**config.mk**
```make
export PLATFORM = sky130hd
export DESIGN_NAME = pipe_hazard_ctrl_flat
export DESIGN_NICKNAME = d
export VERILOG_FILES = /design/src/rtl/pipe_hazard_ctrl_if.sv /design/src/rtl/pipe_hazard_ctrl.sv /design/src/flat_wrapper.sv
export SDC_FILE = /design/constraint.sdc
export NUM_CORES = 1
export LEC_CHECK = 0
export ABC_CLOCK_PERIOD_IN_PS = 1780
export CORE_MARGIN = 4
export CORE_UTILIZATION = 38
export CTS_BUF_LIST = sky130_fd_sc_hd__clkbuf_8
export CTS_CLUSTER_DIAMETER = 100
export CTS_CLUSTER_SIZE = 20
export DETAILED_ROUTE_END_ITERATION = 8
export PLACE_DENSITY = 0.78
export SYNTH_ARGS = -nofsm -noshare
export SYNTH_HDL_FRONTEND = slang
export SYNTH_SLANG_ARGS = --single-unit
```
**constraint.sdc**
```tcl
create_clock -name clock -period 1.78 [get_ports clock]
set_clock_uncertainty 0.05 [all_clocks]
set_input_delay 0.356 -clock clock [delete_from_list [all_inputs] [get_ports clock]]
set_output_delay 0.356 -clock clock [all_outputs]
set_load 0.05 [all_outputs]
```
**src/rtl/pipe_hazard_ctrl_if.sv**
```systemverilog
// -----------------------------------------------------------------------------
// pipe_hazard_ctrl_if
// Bundle between the ID decode/compare logic, the IF PC register, the IF/ID
// pipe register and the hazard controller.
//   master : the pipeline side (drives decisions, consumes controls)
//   slave  : the hazard controller (consumes decisions, drives controls)
// Signals
//   id_jump_ctrl/id_jump_value     jump taken in ID and its target PC
//   id_branch_ctrl/id_branch_value branch taken in ID and its target PC
//   id_mem_read, id_dst            ID instruction is a load, and its destination
//   if_src_a, if_src_b             source registers of the IF instruction
//   halt_req, resume               external halt / resume
//   pc_load, next_pc, pc_hold      PC controls
//   ifid_flush, ifid_hold          IF/ID register controls
//   id_bubble                      ID issues a NOP downstream
//   state                          RUN=0, STALL=1, FLUSH=2, HALT=3
// Optional (PIPE_HAZARD_CTRL_STATS_EN): flush_cnt, stall_cnt event counters.
// -----------------------------------------------------------------------------
interface pipe_hazard_ctrl_if #(
  parameter int REG_W = 3
);
  logic             id_jump_ctrl;
  logic [7:0]       id_jump_value;
  logic             id_branch_ctrl;
  logic [7:0]       id_branch_value;
  logic             id_mem_read;
  logic [REG_W-1:0] id_dst;
  logic [REG_W-1:0] if_src_a;
  logic [REG_W-1:0] if_src_b;
  logic             halt_req;
  logic             resume;

  logic             pc_load;
  logic [7:0]       next_pc;
  logic             pc_hold;
  logic             ifid_flush;
  logic             ifid_hold;
  logic             id_bubble;
  logic [1:0]       state;
`ifdef PIPE_HAZARD_CTRL_STATS_EN
  logic [15:0]      flush_cnt;
  logic [15:0]      stall_cnt;
`endif

  modport master (
    output id_jump_ctrl, id_jump_value, id_branch_ctrl, id_branch_value,
    output id_mem_read, id_dst, if_src_a, if_src_b, halt_req, resume,
    input  pc_load, next_pc, pc_hold, ifid_flush, ifid_hold, id_bubble, state
`ifdef PIPE_HAZARD_CTRL_STATS_EN
    , input flush_cnt, stall_cnt
`endif
  );

  modport slave (
    input  id_jump_ctrl, id_jump_value, id_branch_ctrl, id_branch_value,
    input  id_mem_read, id_dst, if_src_a, if_src_b, halt_req, resume,
    output pc_load, next_pc, pc_hold, ifid_flush, ifid_hold, id_bubble, state
`ifdef PIPE_HAZARD_CTRL_STATS_EN
    , output flush_cnt, stall_cnt
`endif
  );
endinterface

```
**src/rtl/pipe_hazard_ctrl.sv**
```systemverilog
// -----------------------------------------------------------------------------
// pipe_hazard_ctrl
// Sequences the fetch PC and the IF/ID pipe register of the 9-bit-instruction /
// 8-bit-PC core: ID branch/jump decisions become a PC redirect plus IF/ID
// flush, load-use hazards stall fetch, and an external halt/resume freezes it.
// All outputs are registered (one cycle after the sampled event).
// Ports
//   clock   : system clock, rising edge
//   reset_n : asynchronous active-low reset
//   bus     : pipe_hazard_ctrl_if.slave (decisions in, PC/IF-ID controls out)
// Parameters
//   REG_W        register-specifier width (must match the interface)
//   FLUSH_CYCLES cycles ifid_flush stays high after a redirect (1..7)
//   STALL_CYCLES cycles fetch is held on a load-use hazard (1..7)
// Optional feature macro: PIPE_HAZARD_CTRL_STATS_EN adds saturating
//   flush_cnt / stall_cnt counters on the interface.
// -----------------------------------------------------------------------------
module pipe_hazard_ctrl #(
  parameter int REG_W        = 3,
  parameter int FLUSH_CYCLES = 1,
  parameter int STALL_CYCLES = 1
) (
  input  logic              clock,
  input  logic              reset_n,
  pipe_hazard_ctrl_if.slave bus
);

  typedef enum logic [1:0] {
    ST_RUN   = 2'd0,
    ST_STALL = 2'd1,
    ST_FLUSH = 2'd2,
    ST_HALT  = 2'd3
  } state_t;

  // The counter holds the number of extra cycles still to show after the
  // entry cycle, so it is loaded with CYCLES-1.
  localparam logic [2:0] FLUSH_INIT = 3'(FLUSH_CYCLES - 1);
  localparam logic [2:0] STALL_INIT = 3'(STALL_CYCLES - 1);

  state_t           state_q;
  logic [2:0]       cnt_q;
  logic             pc_load_q;
  logic [7:0]       next_pc_q;
  logic             pc_hold_q;
  logic             ifid_flush_q;
  logic             ifid_hold_q;
  logic             id_bubble_q;

  logic [REG_W-1:0] dst_s;
  logic [REG_W-1:0] src_a_s;
  logic [REG_W-1:0] src_b_s;
  logic             redirect_s;
  logic             take_redirect_s;
  logic [7:0]       target_s;
  logic             load_use_s;
  logic             take_load_use_s;

  assign dst_s   = bus.id_dst;
  assign src_a_s = bus.if_src_a;
  assign src_b_s = bus.if_src_b;

  // Decode redirect / load-use requests and the states that may accept them.
  always_comb begin
    redirect_s = bus.id_jump_ctrl | bus.id_branch_ctrl;
    if (bus.id_jump_ctrl) begin
      target_s = bus.id_jump_value;     // jump beats branch
    end else begin
      target_s = bus.id_branch_value;
    end
    load_use_s = bus.id_mem_read & ((dst_s == src_a_s) | (dst_s == src_b_s));
    // A redirect is honoured in RUN and also aborts a STALL; FLUSH ignores it
    // because it belongs to an instruction that is being squashed.
    take_redirect_s = redirect_s & ((state_q == ST_RUN) | (state_q == ST_STALL));
    take_load_use_s = (state_q == ST_RUN) & ~redirect_s & load_use_s;
  end

  // Hazard FSM with registered PC / IF-ID controls.
  always_ff @(posedge clock or negedge reset_n) begin
    if (!reset_n) begin
      state_q      <= ST_RUN;
      cnt_q        <= 3'd0;
      pc_load_q    <= 1'b0;
      next_pc_q    <= 8'h00;
      pc_hold_q    <= 1'b0;
      ifid_flush_q <= 1'b0;
      ifid_hold_q  <= 1'b0;
      id_bubble_q  <= 1'b0;
    end else begin
      // Controls default low every cycle; next_pc keeps its last target.
      pc_load_q    <= 1'b0;
      pc_hold_q    <= 1'b0;
      ifid_flush_q <= 1'b0;
      ifid_hold_q  <= 1'b0;
      id_bubble_q  <= 1'b0;
      if (take_redirect_s) begin
        next_pc_q    <= target_s;
        pc_load_q    <= 1'b1;
        ifid_flush_q <= 1'b1;
        cnt_q        <= FLUSH_INIT;
        state_q      <= ST_FLUSH;
      end else begin
        case (state_q)
          ST_RUN: begin
            if (load_use_s) begin
              pc_hold_q   <= 1'b1;
              ifid_hold_q <= 1'b1;
              id_bubble_q <= 1'b1;
              cnt_q       <= STALL_INIT;
              state_q     <= ST_STALL;
            end else if (bus.halt_req) begin
              pc_hold_q   <= 1'b1;
              ifid_hold_q <= 1'b1;
              state_q     <= ST_HALT;
            end else begin
              state_q     <= ST_RUN;
            end
          end
          ST_STALL: begin
            if (cnt_q != 3'd0) begin
              pc_hold_q   <= 1'b1;
              ifid_hold_q <= 1'b1;
              id_bubble_q <= 1'b1;
              cnt_q       <= cnt_q - 3'd1;
            end else begin
              state_q     <= ST_RUN;
            end
          end
          ST_FLUSH: begin
            if (cnt_q != 3'd0) begin
              ifid_flush_q <= 1'b1;
              cnt_q        <= cnt_q - 3'd1;
            end else begin
              state_q      <= ST_RUN;
            end
          end
          ST_HALT: begin
            // resume wins over a still-asserted halt_req
            if (bus.resume) begin
              state_q     <= ST_RUN;
            end else begin
              pc_hold_q   <= 1'b1;
              ifid_hold_q <= 1'b1;
            end
          end
          default: begin
            state_q <= ST_RUN;
            cnt_q   <= 3'd0;
          end
        endcase
      end
    end
  end

  assign bus.pc_load    = pc_load_q;
  assign bus.next_pc    = next_pc_q;
  assign bus.pc_hold    = pc_hold_q;
  assign bus.ifid_flush = ifid_flush_q;
  assign bus.ifid_hold  = ifid_hold_q;
  assign bus.id_bubble  = id_bubble_q;
  assign bus.state      = state_q;

`ifdef PIPE_HAZARD_CTRL_STATS_EN
  logic [15:0] flush_cnt_q;
  logic [15:0] stall_cnt_q;

  function automatic logic [15:0] sat_inc(input logic [15:0] v);
    if (v == 16'hFFFF) begin
      return v;
    end else begin
      return v + 16'd1;
    end
  endfunction

  // Saturating redirect / load-use entry counters.
  always_ff @(posedge clock or negedge reset_n) begin
    if (!reset_n) begin
      flush_cnt_q <= 16'd0;
      stall_cnt_q <= 16'd0;
    end else begin
      if (take_redirect_s) begin
        flush_cnt_q <= sat_inc(flush_cnt_q);
      end else begin
        flush_cnt_q <= flush_cnt_q;
      end
      if (take_load_use_s) begin
        stall_cnt_q <= sat_inc(stall_cnt_q);
      end else begin
        stall_cnt_q <= stall_cnt_q;
      end
    end
  end

  assign bus.flush_cnt = flush_cnt_q;
  assign bus.stall_cnt = stall_cnt_q;
`else
  logic unused_s;
  assign unused_s = take_load_use_s;
`endif

endmodule

```
**src/flat_wrapper.sv**
```systemverilog
// flat-port wrapper written by rule: the top's interface ports become plain ports
module pipe_hazard_ctrl_flat 
#(
  parameter int REG_W        = 3,
  parameter int FLUSH_CYCLES = 1,
  parameter int STALL_CYCLES = 1
)
  (clock, reset_n, bus_id_jump_ctrl, bus_id_jump_value, bus_id_branch_ctrl, bus_id_branch_value, bus_id_mem_read, bus_id_dst, bus_if_src_a, bus_if_src_b, bus_halt_req, bus_resume, bus_pc_load, bus_next_pc, bus_pc_hold, bus_ifid_flush, bus_ifid_hold, bus_id_bubble, bus_state);
  pipe_hazard_ctrl_if #(.REG_W(REG_W)) bus_i ();
  input  logic clock;
  input  logic reset_n;
  input wire logic [$bits(bus_i.id_jump_ctrl)-1:0] bus_id_jump_ctrl;
  input wire logic [$bits(bus_i.id_jump_value)-1:0] bus_id_jump_value;
  input wire logic [$bits(bus_i.id_branch_ctrl)-1:0] bus_id_branch_ctrl;
  input wire logic [$bits(bus_i.id_branch_value)-1:0] bus_id_branch_value;
  input wire logic [$bits(bus_i.id_mem_read)-1:0] bus_id_mem_read;
  input wire logic [$bits(bus_i.id_dst)-1:0] bus_id_dst;
  input wire logic [$bits(bus_i.if_src_a)-1:0] bus_if_src_a;
  input wire logic [$bits(bus_i.if_src_b)-1:0] bus_if_src_b;
  input wire logic [$bits(bus_i.halt_req)-1:0] bus_halt_req;
  input wire logic [$bits(bus_i.resume)-1:0] bus_resume;
  output wire logic [$bits(bus_i.pc_load)-1:0] bus_pc_load;
  output wire logic [$bits(bus_i.next_pc)-1:0] bus_next_pc;
  output wire logic [$bits(bus_i.pc_hold)-1:0] bus_pc_hold;
  output wire logic [$bits(bus_i.ifid_flush)-1:0] bus_ifid_flush;
  output wire logic [$bits(bus_i.ifid_hold)-1:0] bus_ifid_hold;
  output wire logic [$bits(bus_i.id_bubble)-1:0] bus_id_bubble;
  output wire logic [$bits(bus_i.state)-1:0] bus_state;
  assign bus_i.id_jump_ctrl = bus_id_jump_ctrl;
  assign bus_i.id_jump_value = bus_id_jump_value;
  assign bus_i.id_branch_ctrl = bus_id_branch_ctrl;
  assign bus_i.id_branch_value = bus_id_branch_value;
  assign bus_i.id_mem_read = bus_id_mem_read;
  assign bus_i.id_dst = bus_id_dst;
  assign bus_i.if_src_a = bus_if_src_a;
  assign bus_i.if_src_b = bus_if_src_b;
  assign bus_i.halt_req = bus_halt_req;
  assign bus_i.resume = bus_resume;
  assign bus_pc_load = bus_i.pc_load;
  assign bus_next_pc = bus_i.next_pc;
  assign bus_pc_hold = bus_i.pc_hold;
  assign bus_ifid_flush = bus_i.ifid_flush;
  assign bus_ifid_hold = bus_i.ifid_hold;
  assign bus_id_bubble = bus_i.id_bubble;
  assign bus_state = bus_i.state;
  pipe_hazard_ctrl #(.REG_W(REG_W), .FLUSH_CYCLES(FLUSH_CYCLES), .STALL_CYCLES(STALL_CYCLES)) u_core (.clock(clock), .reset_n(reset_n), .bus(bus_i));
endmodule
```
==> out/results.tsv <==
metric	value	unit
count leader, synth	dfrtp_1	
largest stage delay on the critical path	0.43	ns
crit path kind	reg2reg	
GR Util All Layers	15.1	%
CTS tree	yes	
layout cell share with drive strength beyond 1	23.6	%
total routed wirelength	2460	um
setup slack, reg-to-reg	0.11	ns
Distinct cells, synth	25	
share of power burned in the clock network	11.1	%
Final ANT Viol Nets	0	
Switch Pwr	1.24	mW
die height	59.5	um
row count	18	
max-slew violations	0	
Slew HR	83.9	%
Fin. Hold Viols	0	
clock root cell	clkbuf_8	
# hold bufs at CTS	0	
Clk Latency, worst-skew pair	0.25	ns
Multi-input gate area	551	sq um
Post-CTS Setup Bufs	0	
FILL cells	217	
1st-pass router iterations	4	
CP max stage cell	dfrtp_2	
Logic pwr share	64.4	%
CTS Sinks	17	
critical path, cell by cell	inv_2 > ha_4 > o22ai_4 > a21o_1 > and3_2 > o22ai_1 > a32o_1	
Synth top cells by count	dfrtp_1 (17), nand2_1 (15), mux2i_1 (10)	
Sw Ratio	48.6	%
CTS Buf Count	3	
Async S/R FF share, synth	100	%
clock slew at reported path FFs	0.06	ns
Critical Path Start Type	flip-flop	
post-synthesis average cell area	9.86	sq um
first-pass GRT wire length	4020	um
warnings from Yosys	0	
total gr overflow	0	
Final Cycle Share	94.1	%
Top FF cell, synth	dfrtp_1	
top cells by area, synth	dfrtp_1 (42%), mux2i_1 (10%), ha_1 (8.7%)	
CP Capture Type	flip-flop	
Vias	927	
P_int	1.32	mW
HPWL Detailed	2110	um
VDD IR max	1.29	mV
Netlist Area Pre-Place	1010	sq um
Syn Inst Count	102	
Worst EP required	1.87	ns
htree depth	1	
Die Span X	59.5	um
worst-case reg-to-reg path depth	7	
CP arrival	1.77	ns
FF-to-FF Start	u_core.bus.state[0]	
initial DRC count	25	
RSZ-0062 raised after global routing	false	
worst hold slack	0.368	ns
HP Class	in2async	
Slew @ Worst Pin	0.241	ns
Pwr Density	1610	nW/um^2
Critical path destination	u_core.cnt_q[2]	
Reg power frac	24.5	%
area leader, netlist	dfrtp_1	
Via-to-Cell Ratio	4.96	
core area	2500	sq um
IO buf count	46	
Pleak	0.735	nW
drt wl/cell	13.1	um
final setup fails	0	
Storage cell area	428	sq um
DRC	0	
initial core utilization	40.2	%
vias in the first global route	891	
Worst R2R End	u_core.cnt_q[2]	
fmax	0.597	GHz
final net count	197	
io pins	47	
CP startpoint	u_core.bus.state[0]	
Post-Syn Nets	141	
total power	2.56	mW
number of synthesized flops with an enable pin	0	
final worst path period need	1.67	ns
#FFs+latches synth	17	
maxcap violations	0	
initial antenna violation count	0	
die area	3530	sq um
largest net degree at the start of global routing	18	
Crit Path Max Fanout	6	
register area share after synthesis	42.3	%
post-synth top area share	42.3	%
outcome	finished, final reports clean	
Max clock buf depth	2	
Layout area overhead	58.6	%
Final Wtd Congestion	0.755	
Ant. Diodes	0	
## per-stage QoR
stage / instance area, sq um / setup TNS [ns] / utilization, % / std cells / setup WS (ns)
2_1_floorplan: 1040 / -0.0168 / - / 102 / -0.0168
3_3_place_gp: 1550 / -0.774 / 61.9 / 183 / -0.186
3_5_place_dp: 1550 / -1.08 / 61.9 / 183 / -0.209
4_1_cts: 1590 / 0 / 63.8 / 187 / 0.0479
5_1_grt: 1600 / 0 / 63.8 / 187 / 0.0325
6_report: 1600 / 0 / 63.8 / 187 / 0.105
## logic make-up after synthesis
group,Yosys count,synth area share [%]
adders and majority gates,7,8.71
buffers and inverters,11,5.60
and+or+nand+nor,29,12.9
xor gates and xnor gates,6,5.22
AOI/OAI and AO/OA,22,15.3
muxes,10,9.95
DFF,17,42.3
## worst min path at each step
stage                          startpoint                    end  cells after the start
global route                      reset_n  u_core.bus.next_pc[0]                      2
floorplan                         reset_n   u_core.bus.id_bubble                      0
global placement    u_core.bus.next_pc[0]  u_core.bus.next_pc[0]                      2
CTS                               reset_n  u_core.bus.next_pc[0]                      2
finish                            reset_n  u_core.bus.next_pc[0]                      2
detailed placement  u_core.bus.next_pc[3]  u_core.bus.next_pc[3]                      2
## metal layers
metal | up-vias | track usage [%] | share of wire, %
li1 | 461 | - | -
met1 | 415 | 17.0 | 39
met2 | 46 | 24.8 | 44
met3 | 5 | 4.58 | 14
met4 | 0 | 8.74 | 2.4
met5 | - | 0 | 0
## critical path, delay by kind of cell (launching register included)
kind	cells	cell delay (ns)
compound gates	4	0.61
fa+ha+maj	1	0.19
buf+inv	1	0.07
flops	1	0.43
simple gates	1	0.23
## final cells by class
cell class / instances / share of cell area, %
well taps: 30 / 2.35
clock inverters: 1 / 0.314
repair buffers: 56 / 32.0
flip-flops and latches: 17 / 26.8
clock buffers: 3 / 2.59
multi-input cells: 74 / 34.5
inverters: 6 / 1.41
## registers in the layout, summed over array words and instances, names as in the netlist
register and count:
u_core.bus.next_pc 8, u_core.bus.pc_hold 1, u_core.bus.state 2, u_core.bus.pc_load 1, u_core.bus.id_bubble 1, u_core.bus.ifid_flush 1, u_core.cnt_q 3
## repair_timing
| action | in CTS | in global routing |
|---|---|---|
| resized for setup | 0 | 2 |
| hold endpoints to repair | 0 | 0 |
| setup endpoints to repair | 0 | 3 |
## power by group through the flow
stage                     Sequential (mW)  Combinational [mW]  Clock [mW]
after floorplan                      1.15               0.592           0
after global placement              0.628                1.63           0
after detailed placement            0.636                1.65           0
after CTS                           0.629                1.66       0.294
after global routing                0.649                1.77       0.313
final                               0.627                1.65       0.285
## layout by cell type (no fill, tap or decap), types with 3 or more instances in the layout
master           Yosys  final
buf_4                2     24
clkbuf_8             0      3
clkdlybuf4s50_1      0     31
dfrtp_1             17     15
ha_1                 7      5
inv_1                6      4
mux2i_1             10     10
nand2_1             15     15
nand3_1              3      3
nor2_1               3      3
nor2b_1              3      3
o21ai_0              8      8
o31ai_1              4      4
xnor2_1              6      6
Power figures use the tool's default switching activity.
